<file path="config.mk">
export PLATFORM = sky130hd
export DESIGN_NAME = dmx_uart_loader
export DESIGN_NICKNAME = d
export VERILOG_FILES = /design/src/rtl/dmx_uart_loader.sv
export SDC_FILE = /design/constraint.sdc
export NUM_CORES = 1
export LEC_CHECK = 0
export CORE_AREA = 4 4 125 127
export CTS_CLUSTER_SIZE = 14
export DETAILED_ROUTE_END_ITERATION = 8
export DIE_AREA = 0 0 129 131
export PLACE_DENSITY_LB_ADDON = 0.12
export SLEW_MARGIN = 20
export SYNTH_ARGS = -nofsm -noshare
export SYNTH_HDL_FRONTEND = slang
export SYNTH_SLANG_ARGS = --single-unit
</file>
<file path="constraint.sdc">
create_clock -name clock -period 1.9 [get_ports clock]
set_input_delay 0.19 -clock clock [delete_from_list [all_inputs] [get_ports clock]]
set_output_delay 0.19 -clock clock [all_outputs]
set_load 0.05 [all_outputs]
</file>
<file path="src/rtl/dmx_uart_loader.sv">
// dmx_uart_loader: 8N1 UART receiver plus packet parser that turns framed
// channel-update packets (A5, ADDR_HI, ADDR_LO, COUNT, data...) into
// single-cycle writes to the 512-channel DMX universe RAM.
//
// Ports:
//   clock        system clock, rising edge
//   reset_n      asynchronous active-low reset
//   rx           asynchronous UART line, idle high
//   wr_en        one-cycle RAM write strobe
//   wr_addr      channel index 0..511, held between writes
//   wr_data      channel value, held between writes
//   frame_done   one-cycle pulse on the last data byte of a packet
//   err_frame    one-cycle pulse when a stop bit samples low
//   err_proto    one-cycle pulse on an ADDR_HI byte with bits 7:1 set
//   err_timeout  one-cycle pulse when a packet stalls too long between bytes
//   busy         high while the parser is not hunting for a sync byte
module dmx_uart_loader #(
    parameter int unsigned clock_hz       = 12000000,
    parameter int unsigned baud           = 115200,
    parameter int unsigned timeout_cycles = 120000
) (
    input  logic       clock,
    input  logic       reset_n,
    input  logic       rx,
    output logic       wr_en,
    output logic [8:0] wr_addr,
    output logic [7:0] wr_data,
    output logic       frame_done,
    output logic       err_frame,
    output logic       err_proto,
    output logic       err_timeout,
    output logic       busy
);

    localparam int unsigned DIV   = clock_hz / baud;
    localparam int unsigned BIT_W = $clog2(DIV + 1);
    localparam int unsigned TO_W  = $clog2(timeout_cycles + 1);

    typedef enum logic [1:0] {R_IDLE, R_START, R_DATA, R_STOP} rx_state_t;
    typedef enum logic [2:0] {P_HUNT, P_ADDR_HI, P_ADDR_LO, P_COUNT, P_DATA} p_state_t;

    rx_state_t        rx_state_q;
    p_state_t         p_state_q;
    logic             rx_meta_q, rx_sync_q, rx_prev_q;
    logic [BIT_W-1:0] bit_cnt_q;
    logic [2:0]       bit_idx_q;
    logic [7:0]       shift_q;
    logic             addr_hi_q;
    logic [9:0]       ptr_q;
    logic [8:0]       remain_q;
    logic [TO_W-1:0]  to_cnt_q;

    // A bit period expires when the down-counter reaches 1, so a reload
    // with DIV gives exactly DIV clocks between samples.
    logic rx_tick_c, byte_valid_c, frame_bad_c;
    assign rx_tick_c    = (bit_cnt_q == BIT_W'(1));
    assign byte_valid_c = (rx_state_q == R_STOP) && rx_tick_c && rx_sync_q;
    assign frame_bad_c  = (rx_state_q == R_STOP) && rx_tick_c && !rx_sync_q;

    // Synchronizer and 8N1 bit receiver
    always_ff @(posedge clock or negedge reset_n) begin
        if (!reset_n) begin
            rx_meta_q  <= 1'b1;
            rx_sync_q  <= 1'b1;
            rx_prev_q  <= 1'b1;
            rx_state_q <= R_IDLE;
            bit_cnt_q  <= '0;
            bit_idx_q  <= '0;
            shift_q    <= '0;
        end else begin
            rx_meta_q <= rx;
            rx_sync_q <= rx_meta_q;
            rx_prev_q <= rx_sync_q;
            case (rx_state_q)
                R_IDLE: begin
                    if (rx_prev_q && !rx_sync_q) begin
                        rx_state_q <= R_START;
                        bit_cnt_q  <= BIT_W'(DIV / 2);
                    end
                end
                R_START: begin
                    if (rx_tick_c) begin
                        if (rx_sync_q) begin
                            rx_state_q <= R_IDLE;   // glitch, not a start bit
                            bit_cnt_q  <= '0;
                        end else begin
                            rx_state_q <= R_DATA;
                            bit_cnt_q  <= BIT_W'(DIV);
                            bit_idx_q  <= '0;
                        end
                    end else begin
                        bit_cnt_q <= bit_cnt_q - 1'b1;
                    end
                end
                R_DATA: begin
                    if (rx_tick_c) begin
                        shift_q   <= {rx_sync_q, shift_q[7:1]};
                        bit_cnt_q <= BIT_W'(DIV);
                        bit_idx_q <= bit_idx_q + 1'b1;
                        if (bit_idx_q == 3'd7) begin
                            rx_state_q <= R_STOP;
                        end
                    end else begin
                        bit_cnt_q <= bit_cnt_q - 1'b1;
                    end
                end
                R_STOP: begin
                    if (rx_tick_c) begin
                        rx_state_q <= R_IDLE;
                        bit_cnt_q  <= '0;
                    end else begin
                        bit_cnt_q <= bit_cnt_q - 1'b1;
                    end
                end
                default: rx_state_q <= R_IDLE;
            endcase
        end
    end

    // Packet parser, inter-byte timeout and registered outputs
    always_ff @(posedge clock or negedge reset_n) begin
        if (!reset_n) begin
            p_state_q   <= P_HUNT;
            addr_hi_q   <= 1'b0;
            ptr_q       <= '0;
            remain_q    <= '0;
            to_cnt_q    <= '0;
            wr_en       <= 1'b0;
            wr_addr     <= '0;
            wr_data     <= '0;
            frame_done  <= 1'b0;
            err_frame   <= 1'b0;
            err_proto   <= 1'b0;
            err_timeout <= 1'b0;
            busy        <= 1'b0;
        end else begin
            wr_en       <= 1'b0;
            frame_done  <= 1'b0;
            err_frame   <= 1'b0;
            err_proto   <= 1'b0;
            err_timeout <= 1'b0;
            if (frame_bad_c) begin
                err_frame <= 1'b1;
                p_state_q <= P_HUNT;
                busy      <= 1'b0;
                to_cnt_q  <= '0;
            end else if (byte_valid_c) begin
                // A byte arriving wins over a timeout in the same clock.
                to_cnt_q <= '0;
                case (p_state_q)
                    P_HUNT: begin
                        if (shift_q == 8'hA5) begin
                            p_state_q <= P_ADDR_HI;
                            busy      <= 1'b1;
                        end
                    end
                    P_ADDR_HI: begin
                        if (shift_q[7:1] != 7'd0) begin
                            err_proto <= 1'b1;
                            p_state_q <= P_HUNT;
                            busy      <= 1'b0;
                        end else begin
                            addr_hi_q <= shift_q[0];
                            p_state_q <= P_ADDR_LO;
                        end
                    end
                    P_ADDR_LO: begin
                        ptr_q     <= {1'b0, addr_hi_q, shift_q};
                        p_state_q <= P_COUNT;
                    end
                    P_COUNT: begin
                        remain_q  <= (shift_q == 8'd0) ? 9'd256 : {1'b0, shift_q};
                        p_state_q <= P_DATA;
                    end
                    P_DATA: begin
                        // Pointer past 511 consumes the byte without writing.
                        if (!ptr_q[9]) begin
                            wr_en   <= 1'b1;
                            wr_addr <= ptr_q[8:0];
                            wr_data <= shift_q;
                        end
                        ptr_q    <= ptr_q + 1'b1;
                        remain_q <= remain_q - 1'b1;
                        if (remain_q == 9'd1) begin
                            frame_done <= 1'b1;
                            p_state_q  <= P_HUNT;
                            busy       <= 1'b0;
                        end
                    end
                    default: begin
                        p_state_q <= P_HUNT;
                        busy      <= 1'b0;
                    end
                endcase
            end else if (p_state_q == P_HUNT) begin
                to_cnt_q <= '0;
            end else if (to_cnt_q == TO_W'(timeout_cycles - 1)) begin
                err_timeout <= 1'b1;
                p_state_q   <= P_HUNT;
                busy        <= 1'b0;
                to_cnt_q    <= '0;
            end else begin
                to_cnt_q <= to_cnt_q + 1'b1;
            end
        end
    end

endmodule

</file>
==> results of run 1 <==
-- power groups by stage --
| stage | clock, mW | combinational, mW | sequential [mW] |
|---|---|---|---|
| after floorplan | 0 | 0.390 | 2.05 |
| after global placement | 0 | 0.674 | 2.04 |
| after detailed placement | 0 | 0.680 | 2.04 |
| after CTS | 1.89 | 0.717 | 2.02 |
| after global routing | 1.98 | 0.837 | 2.03 |
| final | 1.83 | 0.743 | 2.02 |
-- sequential cells by signal, indices dropped and copies added (netlist names), named ones only --
name         flops
addr_hi_q        1
bit_cnt_q        7
bit_idx_q        3
busy             1
err_frame        1
err_proto        1
err_timeout      1
frame_done       1
p_state_q        3
ptr_q           10
remain_q         9
rx_meta_q        1
rx_prev_q        1
rx_state_q       1
rx_sync_q        1
shift_q          8
to_cnt_q        17
wr_addr          9
wr_data          8
wr_en            1
-- what timing repair did --
action | 4_1_cts | 5_1_grt
endpoints found under the setup margin | 23 | 72
hold buffers | 1 | 0
endpoints found under the hold margin | 34 | 0
resized for setup | 21 | 25
buffers inserted | 9 | 6
gates cloned | 0 | 3
pin swaps | 6 | 7
-- metal layers --
metal / GRT usage / routed length [um] / vias to the layer above
met3: 0.0402 / 305 / 9
met1: 0.176 / 5140 / 1664
li1: - / - / 1654
met2: 0.225 / 5400 / 43
met4: 0.0395 / 104 / 0
met5: 0 / 0 / -
-- worst max-delay path: stages, from the launching register on --
cell and delay, ns:
dfrtp_1 0.39, inv_2 0.08, ha_4 0.13, nor3b_4 0.25, nand4_4 0.18, buf_6 0.17
nor3_4 0.19, buf_12 0.16, mux2i_1 0.18, o21ai_1 0.08
-- Yosys cell counts, types with 5 or more instances --
cell type,number
a21oi_1,30
a31oi_1,5
clkbuf_1,11
dfrtp_1,83
ha_1,8
inv_1,13
mux2_2,18
mux2_4,9
mux2i_1,7
nand2_1,38
nand2b_1,5
nand3_1,11
nand4_1,8
nor2_1,41
nor3_1,5
o21ai_0,33
or3_1,9
xnor2_1,8
xor2_1,7
-- final cells by class --
class,count,area [um2]
fillers,1450,8700
flip-flops and latches,86,2160
multi-input cells,303,2150
repair buffers,87,846
clock buffers,11,233
well taps,184,230
clock inverters,2,60.1
inverters,13,48.8
-- metrics by stage --
step | cell area (um2) | hold slack, ns | cells
after floorplan | 4320 | -0.106 | 418
after global placement | 5100 | 0.235 | 656
after detailed placement | 5100 | 0.234 | 656
after CTS | 5540 | 0.238 | 678
after global routing | 5720 | 0.227 | 686
final | 5720 | 0.252 | 686
-- path summary, 6_finish.rpt --
check / from / slack (ns) / end
setup / recovery: bit_cnt_q[1] / -0.03 / ptr_q[0]
hold / removal: rx / 0.25 / rx_meta_q
setup reg to reg: bit_cnt_q[1] / -0.03 / ptr_q[0]
hold reg to reg: rx_meta_q / 0.36 / rx_sync_q
max in group asynchronous: reset_n / 0.94 / shift_q[0]
min in group asynchronous: reset_n / 0.38 / err_frame
-- cells by family after synthesis --
group	Yosys count
adders and majority gates	8
AOI/OAI and AO/OA	94
buffers and inverters	29
muxes	34
and+or+nand+nor	152
DFF	86
xor gates and xnor gates	15
==> results.py, run 1 <==
metrics = {
    "yosys": {
        "synth_top_family_by_area": "simple AND/OR/NAND/NOR gates",
        "synth_cell_types": 54,
        "synth_ff_type": "dfrtp_1",
        "synthArstFlopShare": 1.00,
        "synth-seq-cells": 86,
        "synth_area_leaders": "dfrtp_1 48%, mux2_2 4.7%, o21ai_0 3.8%",
        "synth_compound_area_frac": 0.129,
        "syn_area_um2": 4310,
        "synth-simple-area-share": 0.192,
        "synth_edf_count": 0,
        "ys.warnings.count": 0,
        "synth_seq_area_share": 0.501,
        "muxShareOfSynthArea": 0.0947,
        "synth.avg_cell_area_um2": 10.3,
        "syn_nets": 429,
        "yosysTopAreaCell": "dfrtp_1",
        "synthCells": 418,
        "synth_xor_area_frac": 0.0305,
        "synth_fa_ha_area_frac": 0.0232,
        "yosys.area.top_type_share": 0.482,
    },
    "floorplanning": {
        "chipWidth_um": 129,
        "coreArea_um2": 14400,
        "num_rows": 44,
        "die_area_um2": 16900,
        "initial_core_util": 0.298,
        "ios": 26,
        "fp.dieH_um": 131,
    },
    "sta": {
        "min_period_ns": 1.93,
        "fin_crit_sh": 1.01,
        "setup_viol": 13,
        "drv_slew": 0,
        "finalHoldViolations": 0,
        "skew_ns": 0.00604,
        "fmax_ghz": 0.519,
        "setup_tns_ns": -0.192,
        "worst_slew_pin_slew_ns": 0.565,
        "worst_slack_ns": -0.0267,
        "rsz0062_at_grt": "yes",
        "slew_headroom": 0.623,
    },
    "worst_hold_path": {
        "whs_path_depth": 1,
        "hold_class": "input pin to flip-flop",
    },
    "layout": {
        "drive_above_1_share": 0.267,
        "fin_util": 0.397,
        "final_common_cell": "dfrtp_1",
        "area_growth_pct": 32.9,
        "diodes": 0,
        "fin_nets": 511,
        "mostFrequentLayoutCells": "83 x dfrtp_1, 45 x buf_4, 40 x nor2_1",
    },
    "power": {
        "irDropWorstVdd_v": 0.000397,
        "p_leak_nw": 2.46,
        "p_switching_mw": 1.16,
        "p_per_area_nw_per_um2": 802,
        "pwr-share-clk": 0.398,
        "intPower_mw": 3.43,
        "seq_power_share": 0.440,
        "combPwrFrac": 0.162,
        "sw_frac_of_total": 0.253,
        "power.total_mw": 4.59,
    },
    "route": {
        "routed_wirelength_um": 11000,
        "post_drt_wl_per_cell_um": 16.0,
        "vias_per_cell": 4.91,
        "drtAntennaViolNets": 0,
        "drc": 0,
        "dr.first_iter.drc_count": 180,
        "first_pass_iters": 4,
        "num_vias": 3370,
    },
    "grt": {
        "grt_antenna_before_repair": 0,
        "first_global_vias": 3455,
        "overflow": 0,
        "grt_max_degree": 41,
        "grt_pass1_wl_um": 17800,
        "track_usage": 0.137,
    },
    "place": {
        "io_buffer_count": 25,
        "pre_cts_slack_ns": -0.128,
        "place_hpwl_um": 7320,
        "gp_congestion": 0.780,
    },
    "setup_path": {
        "reg2regPathDepth": 9,
        "arrival_ns": 2.16,
        "end_kind": "flip-flop",
        "start_kind": "flip-flop",
        "path_class": "flip-flop to flip-flop",
        "path_max_fanout": 12,
        "worstPathRequired_ns": 2.13,
    },
    "clock_tree": {
        "cts_tree": "built",
        "insertion_delay_ns": 0.34,
        "cts_root_buf": "clkbuf_16",
        "htreeDepth": 3,
        "clkSlewWorstSetupHoldPaths_ns": 0.06,
        "cts_buffers": 9,
        "clkSinkCount": 86,
        "clockBufferDepth": 2,
    },
    "job": {
        "maxCapViolCount": 0,
    },
    "outcome": {
        "outcome": "complete, but fails checks",
        "violations": "setup timing",
    },
}
(Power assumes the default switching activity.)
==> run 2, diff against run 1 <==
--- a/config.mk
+++ b/config.mk
@@ -5,10 +5,11 @@
 export SDC_FILE = /design/constraint.sdc
 export NUM_CORES = 1
 export LEC_CHECK = 0
-export CORE_AREA = 4 4 125 127
+export CORE_AREA = 2 2 93 95
+export CTS_BUF_LIST = sky130_fd_sc_hd__clkbuf_16
 export CTS_CLUSTER_SIZE = 14
 export DETAILED_ROUTE_END_ITERATION = 8
-export DIE_AREA = 0 0 129 131
+export DIE_AREA = 0 0 95 97
 export PLACE_DENSITY_LB_ADDON = 0.12
 export SLEW_MARGIN = 20
 export SYNTH_ARGS = -nofsm -noshare
==> results.py, run 2 (synthesis results as in run 1) <==
metrics = {
    "sta": {
        "drv_slew": 0,
        "rsz0062_at_grt": "yes",
        "worst_slack_ns": -0.0659,
        "fin_hold_ws_ns": 0.267,
        "min_period_ns": 1.97,
        "skew_ns": 0.00881,
        "fmax_ghz": 0.509,
        "worst_slew_pin_slew_ns": 0.501,
        "fin_crit_sh": 1.03,
        "setup_tns_ns": -0.0913,
        "setup_viol": 2,
        "finalHoldViolations": 0,
        "slew_headroom": 0.665,
    },
    "place": {
        "pre_cts_slack_ns": -0.149,
        "place_hpwl_um": 6480,
        "io_buffer_count": 25,
        "gp_congestion": 0.857,
    },
    "clock_tree": {
        "clkSinkCount": 86,
        "cts_root_buf": "clkbuf_16",
        "clockBufferDepth": 2,
        "htreeDepth": 3,
        "cts_tree": "built",
        "insertion_delay_ns": 0.33,
        "cts_buffers": 9,
        "clkSlewWorstSetupHoldPaths_ns": 0.06,
    },
    "power": {
        "p_leak_nw": 2.35,
        "seq_power_share": 0.461,
        "p_per_area_nw_per_um2": 812,
        "irDropWorstVdd_v": 0.000521,
        "intPower_mw": 3.25,
        "combPwrFrac": 0.159,
        "p_switching_mw": 1.16,
        "sw_frac_of_total": 0.262,
        "power.total_mw": 4.41,
        "pwr-share-clk": 0.380,
    },
    "floorplanning": {
        "die_area_um2": 9220,
        "chipWidth_um": 95,
        "coreArea_um2": 8130,
        "num_rows": 33,
        "fp.dieH_um": 97,
        "initial_core_util": 0.529,
        "ios": 26,
    },
    "layout": {
        "largest-register": "to_cnt_q",
        "ff_latch_area_um2": 2160,
        "num-fill-cells": 630,
        "fin_nets": 497,
        "reg_top3": "to_cnt_q x17, ptr_q x10",
        "largest_reg_flops": 17,
        "drive_above_1_share": 0.246,
        "mostFrequentLayoutCells": "83 x dfrtp_1, 41 x nor2_1, 40 x buf_4",
        "area_growth_pct": 26.2,
        "diodes": 0,
        "multi_input_area_um2": 2170,
        "final_common_cell": "dfrtp_1",
    },
    "route": {
        "drtAntennaViolNets": 0,
        "post_drt_wl_per_cell_um": 16.9,
        "dr.first_iter.drc_count": 166,
        "routed_wirelength_um": 10100,
        "drc": 0,
        "num_vias": 3416,
        "vias_per_cell": 5.73,
        "first_pass_iters": 4,
    },
    "setup_path": {
        "reg2regPathDepth": 7,
        "path_class": "flip-flop to flip-flop",
        "start_kind": "flip-flop",
        "worstPathRequired_ns": 2.11,
        "critPathMaxStageDelay_ns": 0.39,
        "path_delay_family": "simple AND/OR/NAND/NOR gates",
        "arrival_ns": 2.18,
        "end_kind": "flip-flop",
        "crit_slowest_cell": "dfrtp_1",
        "reg2reg_from": "bit_cnt_q[1]",
        "cp_cell_sequence": "inv_2 > ha_4 > nor3b_4 > buf_4 > nand4_1 > nor4b_2 > mux2_2",
        "critPathBufInv": 2,
        "worst-path-stages": 7,
        "path_max_fanout": 4,
        "crit_start": "bit_cnt_q[1]",
    },
    "worst_hold_path": {
        "holdCritStartpoint": "rx",
        "hold_class": "input pin to flip-flop",
        "whs_path_depth": 1,
    },
    "grt": {
        "overflow": 0,
        "grt_pass1_wl_um": 16400,
        "grt_antenna_before_repair": 0,
        "grt_max_degree": 61,
        "track_usage": 0.225,
        "first_global_vias": 3311,
    },
    "job": {
        "maxCapViolCount": 0,
    },
    "outcome": {
        "violations": "setup timing",
        "outcome": "complete, but fails checks",
    },
}
-- run 2: changes by cell type in the layout (fill, tap and decap cells not counted), moves of 4 or more --
cell / before / now
inv_1: 12 / 16
o21ai_0: 27 / 23
o21ai_2: 1 / 5
buf_6: 10 / 4
buf_4: 45 / 40
-- run 2: worst register-to-register path, cell delays in order (launching register included) --
cell	delay [ns]
dfrtp_1	0.39
inv_2	0.08
ha_4	0.13
nor3b_4	0.24
buf_4	0.16
nand4_1	0.17
nor4b_2	0.30
mux2_2	0.37
-- run 2: layer usage --
metal	routed length, um	vias to the layer above	track usage
met3	498	16	0.0436
met4	195	0	0.0658
met5	0	-	0
li1	-	1640	-
met1	4610	1670	0.329
met2	4760	90	0.340
-- run 2: repair_timing --
item                       CTS  global route
buffers inserted             4             5
resized for setup            7            38
hold buffers                 1             0
hold endpoints to repair    26             0
pin swaps                    3             4
gates cloned                 0             1
setup endpoints to repair   41            54
-- run 2: per-stage QoR --
step                utilization  instance area, um2  instances
finish                    0.668                5440        596
global route              0.668                5440        596
CTS                       0.648                5270        590
detailed placement        0.606                4930        569
global placement          0.606                4930        569
floorplan                     -                4320        418
-- run 2: layout make-up --
| type | count | area share |
|---|---|---|
| multi-input combinational | 304 | 0.398 |
| sequential | 86 | 0.397 |
| timing repair buffer | 72 | 0.121 |
| clock buffer | 9 | 0.0414 |
| tap | 105 | 0.0242 |
| clock inverter | 7 | 0.00967 |
| inverter | 13 | 0.00898 |
-- run 2: power by group through the flow --
| stage | logic, mW | clock network, mW | registers [mW] |
|---|---|---|---|
| 6_report | 0.701 | 1.67 | 2.04 |
| 3_3_place_gp | 0.599 | 0 | 2.05 |
| 2_1_floorplan | 0.390 | 0 | 2.05 |
| 4_1_cts | 0.635 | 1.69 | 2.03 |
| 5_1_grt | 0.778 | 1.78 | 2.05 |
| 3_5_place_dp | 0.620 | 0 | 2.06 |
-- run 2: final timing paths --
path                           endpoint  slack, ns
max                           addr_hi_q      -0.07
min                           rx_meta_q       0.27
max reg2reg                   addr_hi_q      -0.07
min reg2reg                   rx_sync_q       0.35
max in group asynchronous     rx_meta_q       0.93
min in group asynchronous  bit_cnt_q[2]       0.31
